File: src/rtl/light_stand_ctrl.sv
// Light stand brightness controller: five-level FSM (OFF, L1..L4) driving a
// glitch-free PWM whose duty is latched at period boundaries, with idle auto-off.
module light_stand_ctrl #(
   parameter int unsigned PWM_PERIOD       = 100,
   parameter int unsigned DUTY_L1          = 25,
   parameter int unsigned DUTY_L2          = 50,
   parameter int unsigned DUTY_L3          = 75,
   parameter int unsigned DUTY_L4          = 100,
   parameter int unsigned AUTO_OFF_PERIODS = 50_000
) (
   input  logic       i_clk,
   input  logic       i_reset,
   input  logic       i_btn_mode,
   input  logic       i_btn_off,
   output logic       o_pwm,
   output logic [2:0] o_level,
   output logic       o_period_tick
);

   typedef enum logic [2:0] {
      LVL_OFF = 3'd0,
      LVL_1   = 3'd1,
      LVL_2   = 3'd2,
      LVL_3   = 3'd3,
      LVL_4   = 3'd4
   } level_e;

   localparam logic [15:0] PWM_LAST = 16'(PWM_PERIOD - 1);
   localparam logic [31:0] AUTO_OFF = AUTO_OFF_PERIODS;
   localparam logic [31:0] IDLE_MAX = 32'hFFFF_FFFF;

   // Duties at or above the period are clamped to the period so the counter
   // compare stays true for every count and the output never drops at wrap.
   localparam logic [15:0] DUTY1_C = (DUTY_L1 >= PWM_PERIOD) ? 16'(PWM_PERIOD) : 16'(DUTY_L1);
   localparam logic [15:0] DUTY2_C = (DUTY_L2 >= PWM_PERIOD) ? 16'(PWM_PERIOD) : 16'(DUTY_L2);
   localparam logic [15:0] DUTY3_C = (DUTY_L3 >= PWM_PERIOD) ? 16'(PWM_PERIOD) : 16'(DUTY_L3);
   localparam logic [15:0] DUTY4_C = (DUTY_L4 >= PWM_PERIOD) ? 16'(PWM_PERIOD) : 16'(DUTY_L4);

   level_e      level_q,   level_d;
   logic [15:0] pwm_cnt_q, pwm_cnt_d;
   logic [15:0] duty_q,    duty_d;
   logic [31:0] idle_q,    idle_d;
   logic        pwm_q,     pwm_d;
   logic        tick_q,    tick_d;

   logic        wrap;
   logic        anyBtn;
   logic        expire;
   logic        autoOff;
   level_e      levelNext;
   logic [15:0] levelDuty;

   always_ff @(posedge i_clk) begin
      if (i_reset) begin
         level_q   <= LVL_OFF;
         pwm_cnt_q <= 16'd0;
         duty_q    <= 16'd0;
         idle_q    <= 32'd0;
         pwm_q     <= 1'b0;
         tick_q    <= 1'b0;
      end else begin
         level_q   <= level_d;
         pwm_cnt_q <= pwm_cnt_d;
         duty_q    <= duty_d;
         idle_q    <= idle_d;
         pwm_q     <= pwm_d;
         tick_q    <= tick_d;
      end
   end

   always_comb begin
      levelNext = LVL_OFF;
      levelDuty = 16'd0;
      case (level_q)
         LVL_OFF: begin levelNext = LVL_1;   levelDuty = 16'd0;   end
         LVL_1:   begin levelNext = LVL_2;   levelDuty = DUTY1_C; end
         LVL_2:   begin levelNext = LVL_3;   levelDuty = DUTY2_C; end
         LVL_3:   begin levelNext = LVL_4;   levelDuty = DUTY3_C; end
         LVL_4:   begin levelNext = LVL_OFF; levelDuty = DUTY4_C; end
         default: begin levelNext = LVL_OFF; levelDuty = 16'd0;   end
      endcase
   end

   // Auto-off fires at a wrap once idle_q already holds the full count of idle
   // wraps; any button pulse in that same cycle takes priority over it.
   always_comb begin
      wrap    = (pwm_cnt_q == PWM_LAST);
      anyBtn  = i_btn_mode | i_btn_off;
      expire  = (AUTO_OFF != 32'd0) && wrap && (level_q != LVL_OFF) && (idle_q >= AUTO_OFF);
      autoOff = expire && !anyBtn;

      pwm_cnt_d = wrap ? 16'd0 : pwm_cnt_q + 16'd1;
      tick_d    = wrap;
      pwm_d     = (pwm_cnt_q < duty_q);

      level_d = level_q;
      if (i_btn_off || autoOff) begin
         level_d = LVL_OFF;
      end else if (i_btn_mode) begin
         level_d = levelNext;
      end

      duty_d = duty_q;
      if (i_btn_off || autoOff) begin
         duty_d = 16'd0;
      end else if (wrap) begin
         duty_d = levelDuty;
      end

      idle_d = idle_q;
      if (anyBtn || (level_q == LVL_OFF) || autoOff) begin
         idle_d = 32'd0;
      end else if (wrap && (idle_q != IDLE_MAX)) begin
         idle_d = idle_q + 32'd1;
      end
   end

   assign o_pwm         = pwm_q;
   assign o_level       = level_q;
   assign o_period_tick = tick_q;

endmodule

File: config.mk
export PLATFORM = sky130hd
export DESIGN_NAME = light_stand_ctrl
export DESIGN_NICKNAME = d
export VERILOG_FILES = /design/src/rtl/light_stand_ctrl.sv
export SDC_FILE = /design/constraint.sdc
export NUM_CORES = 1
export LEC_CHECK = 0
export ABC_AREA = 1
export BUFFER_PORTS_ARGS = -buffer_cell sky130_fd_sc_hd__buf_2
export CORE_ASPECT_RATIO = 1.25
export CORE_MARGIN = 1.5
export CORE_UTILIZATION = 65
export CTS_BUF_LIST = sky130_fd_sc_hd__clkbuf_8
export DETAILED_ROUTE_END_ITERATION = 6
export MAX_ROUTING_LAYER = met4
export PLACE_DENSITY = 0.9
export SYNTH_ARGS = -nofsm -noshare
export SYNTH_HDL_FRONTEND = slang
export SYNTH_SLANG_ARGS = --single-unit
File: constraint.sdc
create_clock -name i_clk -period 3.82 [get_ports i_clk]
set_clock_uncertainty 0.05 [all_clocks]
set_input_delay 0.764 -clock i_clk [delete_from_list [all_inputs] [get_ports i_clk]]
set_output_delay 0.764 -clock i_clk [all_outputs]
set_load 0.02 [all_outputs]
Yosys cells after proc, flatten, opt, wreduce, memory -nomap -nowiden. Index checks and enable logic that the tools add are counted.

Register bits: 69. Input bits: 4. Output and inout port bits: 5. Logic and storage cells: 32.

Add/sub/neg operators: 2. Magnitude comparators: 2. Equal/unequal tests: 6. Mux-type cells: 2. Bitwise operators: 1. Reduce and logical (&&, ||, !) cells: 13.

Operator list (count): 32-bit by 1-bit adder with 32-bit output (second input constant) (1); 32-bit by 16-bit >= comparator with 1-bit output (second input constant) (1); 32-bit inequality test (second input constant) (1); 7-bit case mux with 4 select lines (1); 16-bit by 1-bit adder with 16-bit output (second input constant) (1); 16-bit by 7-bit == test with 1-bit output (second input constant) (1); 16-bit less-than comparator (1); 3-bit case mux with 4 select lines (1); 3-bit by 2-bit == test with 1-bit output (second input constant) (2); 2-bit OR reduction (3); 1-bit logical AND (4); 3-bit by 1-bit == test with 1-bit output (second input constant) (1); 3-bit == test (second input constant) (1); 3-bit zero test (1); 1-bit logical OR (3); 3-bit nonzero test (1); 1-bit zero test (1); 1-bit bitwise OR (1).

Longest topological paths before layout.
Depth after elaboration: 6. Mapped depth: 11. Mapped depth without buffers: 11.

Worst setup path before layout. Ideal clock, no wire load.

Path type: input to register. From: in i_btn_mode. To: reg idle_q[10]. Library setup time: 0.057 ns. Arrival: 1.509 ns. Data required time: 3.713 ns. Path slack: 2.204 ns. Stages: 7. Path buffers: 0. Cell sequence: nor2_1 > o21ai_1 > nor2_1 > inv_1 > a21oi_1 > nand2_1 > inv_1.

Longest elaborated chain between the ends: 5. Elaborated cells on any way between the ends: 6. Those cells by class: 1 x bitwise; 5 x reduce/logical.

Ends and longest elaborated chain: start, declared (RTL line 13) `input logic i_btn_mode,`; 1-bit bitwise OR * (RTL line 88) `anyBtn = i_btn_mode | i_btn_off;`; 1-bit zero test (RTL line 90) `autoOff = expire && !anyBtn;`; 1-bit logical AND (RTL line 90); 1-bit logical OR * (RTL line 111) `if (anyBtn || (level_q == LVL_OFF) || autoOff) begin`; 2-bit OR reduction (no line) *; end signal, assigned (RTL line 65) `idle_q <= idle_d;`; end, declared (RTL line 42) `logic [31:0] idle_q, idle_d;`.

Every way passes the cells marked *; elsewhere a longest branch is shown, timed or not. A chain may end at the register's enable or synchronous reset.

Final worst setup path.
From: reg pwm_cnt_q[6]. To: reg idle_q[27].

Longest elaborated chain between the ends: 6. Elaborated cells on any way between the ends: 7. Those cells by class: 1 x eq/ne; 6 x reduce/logical.

Ends and longest elaborated chain: start, declared (RTL line 40) `logic [15:0] pwm_cnt_q, pwm_cnt_d;`; start signal, assigned (RTL line 63) `pwm_cnt_q <= pwm_cnt_d;`; 16-bit by 7-bit == test with 1-bit output * (RTL line 87) `wrap = (pwm_cnt_q == PWM_LAST);`; 1-bit logical AND (2 in series) (RTL line 89) `expire = (AUTO_OFF != 32'd0) && wrap && (level_q != LVL_OFF) && (idle_q >= AUTO_OFF);`; 1-bit logical AND (RTL line 90); 1-bit logical OR (RTL line 111); 2-bit OR reduction (no line).

Marked as above.

==> impl_metrics.py <==
metrics = {
    "clock_network": {
        "cts-buffers-inserted": 9,
        "cts_buffer_depth": 2,
        "tritoncts": "built",
        "postCtsSetupBuffers": 0,
        "htree_levels": 3,
        "path_clk_slew_ns": 0.06,
        "clk_latency_ns": 0.35,
        "cts_hold_buf": 0,
        "cts_resized": 0,
        "cts_sinks": 59,
        "root_buffer": "clkbuf_8",
    },
    "setup_path": {
        "path_class": "flop to flop",
        "r2r_cells": 8,
        "critPathCaptureType": "flop",
        "rr_startpoint": "pwm_cnt_q[6]",
        "cp-start-kind": "flop",
        "arrival_ns": 2.44,
        "cp_max_fo": 32,
        "rrSetupSlack_ns": 1.60,
        "r2r-end": "idle_q[27]",
        "critPathRequiredTime_ns": 4.04,
    },
    "timing": {
        "timing.final.ws_setup_ns": 1.60,
        "finalHoldViolations": 0,
        "rsz0062_at_grt": "no",
        "fmax_mhz": 451,
        "final.period_utilization_pct": 58.0,
        "setup_viol_count_final": 0,
        "tns_ns": 0,
        "maxSlewHeadroom_pct": 46.8,
        "period_minus_slack_ns": 2.22,
        "final-max-slew-violation-count": 0,
        "worst_pin_slew_ns": 0.797,
    },
    "logic_synthesis": {
        "netlist_area_mm2": 0.00367,
        "synth_mux_area_share_pct": 0,
        "synth_fp_nets": 591,
        "yosys-top-cells-area": "dfxtp_1, nand2_1, nor2_1",
        "async_flop_share_pct": 0,
        "yosys.area_share.simple_pct": 42.4,
        "yosys_warnings": 0,
        "synth_edf_count": 0,
        "synth_top_area_share_pct": 32.2,
        "yosys.area_share.adder_pct": 3.07,
        "ys_top_cells_by_count": "nand2_1, nor2_1, inv_1",
        "ys_seq_area_share_pct": 32.2,
        "synthXorXnorAreaFrac_pct": 2.39,
        "syn_avg_cell_area_um2": 6.35,
        "syn_inst": 578,
        "synth.distinct_cells": 34,
        "synth_compound_area_share_pct": 10.2,
        "ys_ff_latch": 59,
        "synth_top_family_by_area": "simple AND/OR/NAND/NOR gates",
        "synth_most_common_cell": "nand2_1",
        "yosys.area.top_type": "dfxtp_1",
        "synthFlopType": "dfxtp_1",
    },
    "placed_design": {
        "preCtsSetupSlack_ns": 1.69,
        "portBuffers": 8,
        "gp_congestion": 0.938,
        "dp_hpwl_mm": 6.24,
    },
    "detailed_routing": {
        "via_count": 3643,
        "first_pass_iters": 6,
        "wirelength_mm": 8.59,
        "drc": 0,
        "vias_per_cell": 5.54,
        "drtIter0Drc": 308,
        "ant_nets": 0,
        "wl_per_cell_um": 13.1,
    },
    "grt": {
        "use_met3_pct": 3.70,
        "grt_usage_pct": 30.4,
        "grt_max_degree": 33,
        "grt_overflow": 0,
        "top_usage_layer": "met2",
        "grt_pass1_vias": 3271,
        "grt_pass1_wl_mm": 14.3,
        "use_met1_pct": 33.0,
        "antenna_found_initial": 0,
        "use_met2_pct": 52.7,
    },
    "final_layout": {
        "antenna_cells": 0,
        "drive_gt1_share_pct": 9.44,
        "fin_nets": 601,
        "area_delta_synth_final_pct": 5.66,
    },
    "power": {
        "switching_share_pct": 23.6,
        "p_seq_share_pct": 53.5,
        "p_int_uw": 894,
        "irDropWorstVdd_uv": 246,
        "power.share.clock_pct": 43.3,
        "leakagePower_uw": 0.00150,
        "p_per_area_mw_per_mm2": 302,
        "p_comb_share_pct": 3.2,
        "netSwitchingPower_uw": 276,
    },
    "floorplan": {
        "fp.dieArea_mm2": 0.00611,
        "start_util_pct": 67.4,
        "rows": 30,
        "coreArea_mm2": 0.00544,
        "die_width_um": 70.2,
        "num_io_pins": 9,
        "die_y_um": 87.0,
    },
    "min_path": {
        "hp-start": "pwm_cnt_q[0]",
        "holdPathEnd": "pwm_cnt_q[0]",
        "worstHoldPathCells": 1,
        "hold_class": "flop to flop",
    },
    "status": {
        "status": "finished clean",
    },
    "run": {
        "max_cap_viol_count": 0,
    },
}
## power groups by stage
stage               logic (uW)  clock network, uW  registers [uW]
floorplan                 24.3                  0             640
global placement          35.7                  0             638
detailed placement        36.6                  0             639
CTS                       37.4                507             625
global route              42.7                532             625
finish                    37.6                506             625
## per-stage QoR
stage,instance area [um2],hold slack (ns),cells,total power [uW],utilization [%]
floorplan,3670,0.377,578,665,-
detailed placement,3700,0.396,641,675,68.1
finish,3880,0.411,657,1170,71.2
global placement,3700,0.392,641,674,68.1
CTS,3880,0.414,657,1170,71.2
global route,3880,0.429,657,1200,71.2
## worst max path at each step
stage | cells past startpoint | from | endpoint
5_1_grt | 7 | pwm_cnt_q[0] | idle_q[13]
4_1_cts | 7 | pwm_cnt_q[0] | idle_q[13]
6_report | 8 | pwm_cnt_q[6] | idle_q[27]
3_5_place_dp | 8 | pwm_cnt_q[6] | idle_q[13]
2_1_floorplan | 7 | i_btn_mode | idle_q[10]
3_3_place_gp | 7 | pwm_cnt_q[0] | idle_q[26]
## cell usage in the layout, fill, tap and decap left out, types with 3 or more instances in the layout
master	Yosys	final
xnor2_1	4	4
nand2_4	3	3
nand3_1	49	49
nor2_2	6	6
nand4_1	7	7
dfxtp_1	59	59
xor2_1	6	6
nand2_2	4	4
clkbuf_8	0	11
nor2_1	86	86
nor3_1	9	9
a21oi_2	11	11
inv_1	71	74
ha_1	9	9
buf_2	2	8
nand2_1	176	176
a21oi_1	28	28
o21ai_0	19	19
nor2_4	3	3
## worst max-delay path: stages, from the launching register on
cell and delay [ns]:
dfxtp_1 0.40, nand2_1 0.11, nor2_2 0.13, nand4_1 0.16, nor2_4 0.65, nand2_8 0.22, inv_2 0.21, nand2_1 0.09
a21oi_2 0.10
## cell families (layout without fill, tap and decap cells)
group	after synthesis	in the layout
AO/OA/AOI/OAI	64	64
buffers and inverters	82	97
adder cells (fa/ha/maj)	9	9
flip-flops	59	59
AND/OR/NAND/NOR	354	354
XOR/XNOR	10	10
## sequential cells by signal, summed over array words and instances (netlist names)
name           flops
o_period_tick      1
o_level            3
duty_q             6
pwm_cnt_q         16
idle_q            32
o_pwm              1
## per-layer routing
| metal | wire, um | share of wire [%] |
|---|---|---|
| met5 | 0 | 0 |
| met2 | 4370 | 51 |
| met1 | 3510 | 41 |
| met4 | 339 | 3.9 |
| met3 | 369 | 4.3 |
## final cells by class
type | count | area (um2)
flip-flops and latches | 59 | 1180
fillers | 457 | 1570
clock buffers | 11 | 151
well taps | 64 | 80.1
inverters | 73 | 274
repair buffers | 8 | 40.0
clock inverters | 5 | 21.3
multi-input cells | 437 | 2130
No activity file was read; power rests on OpenSTA's default activity.
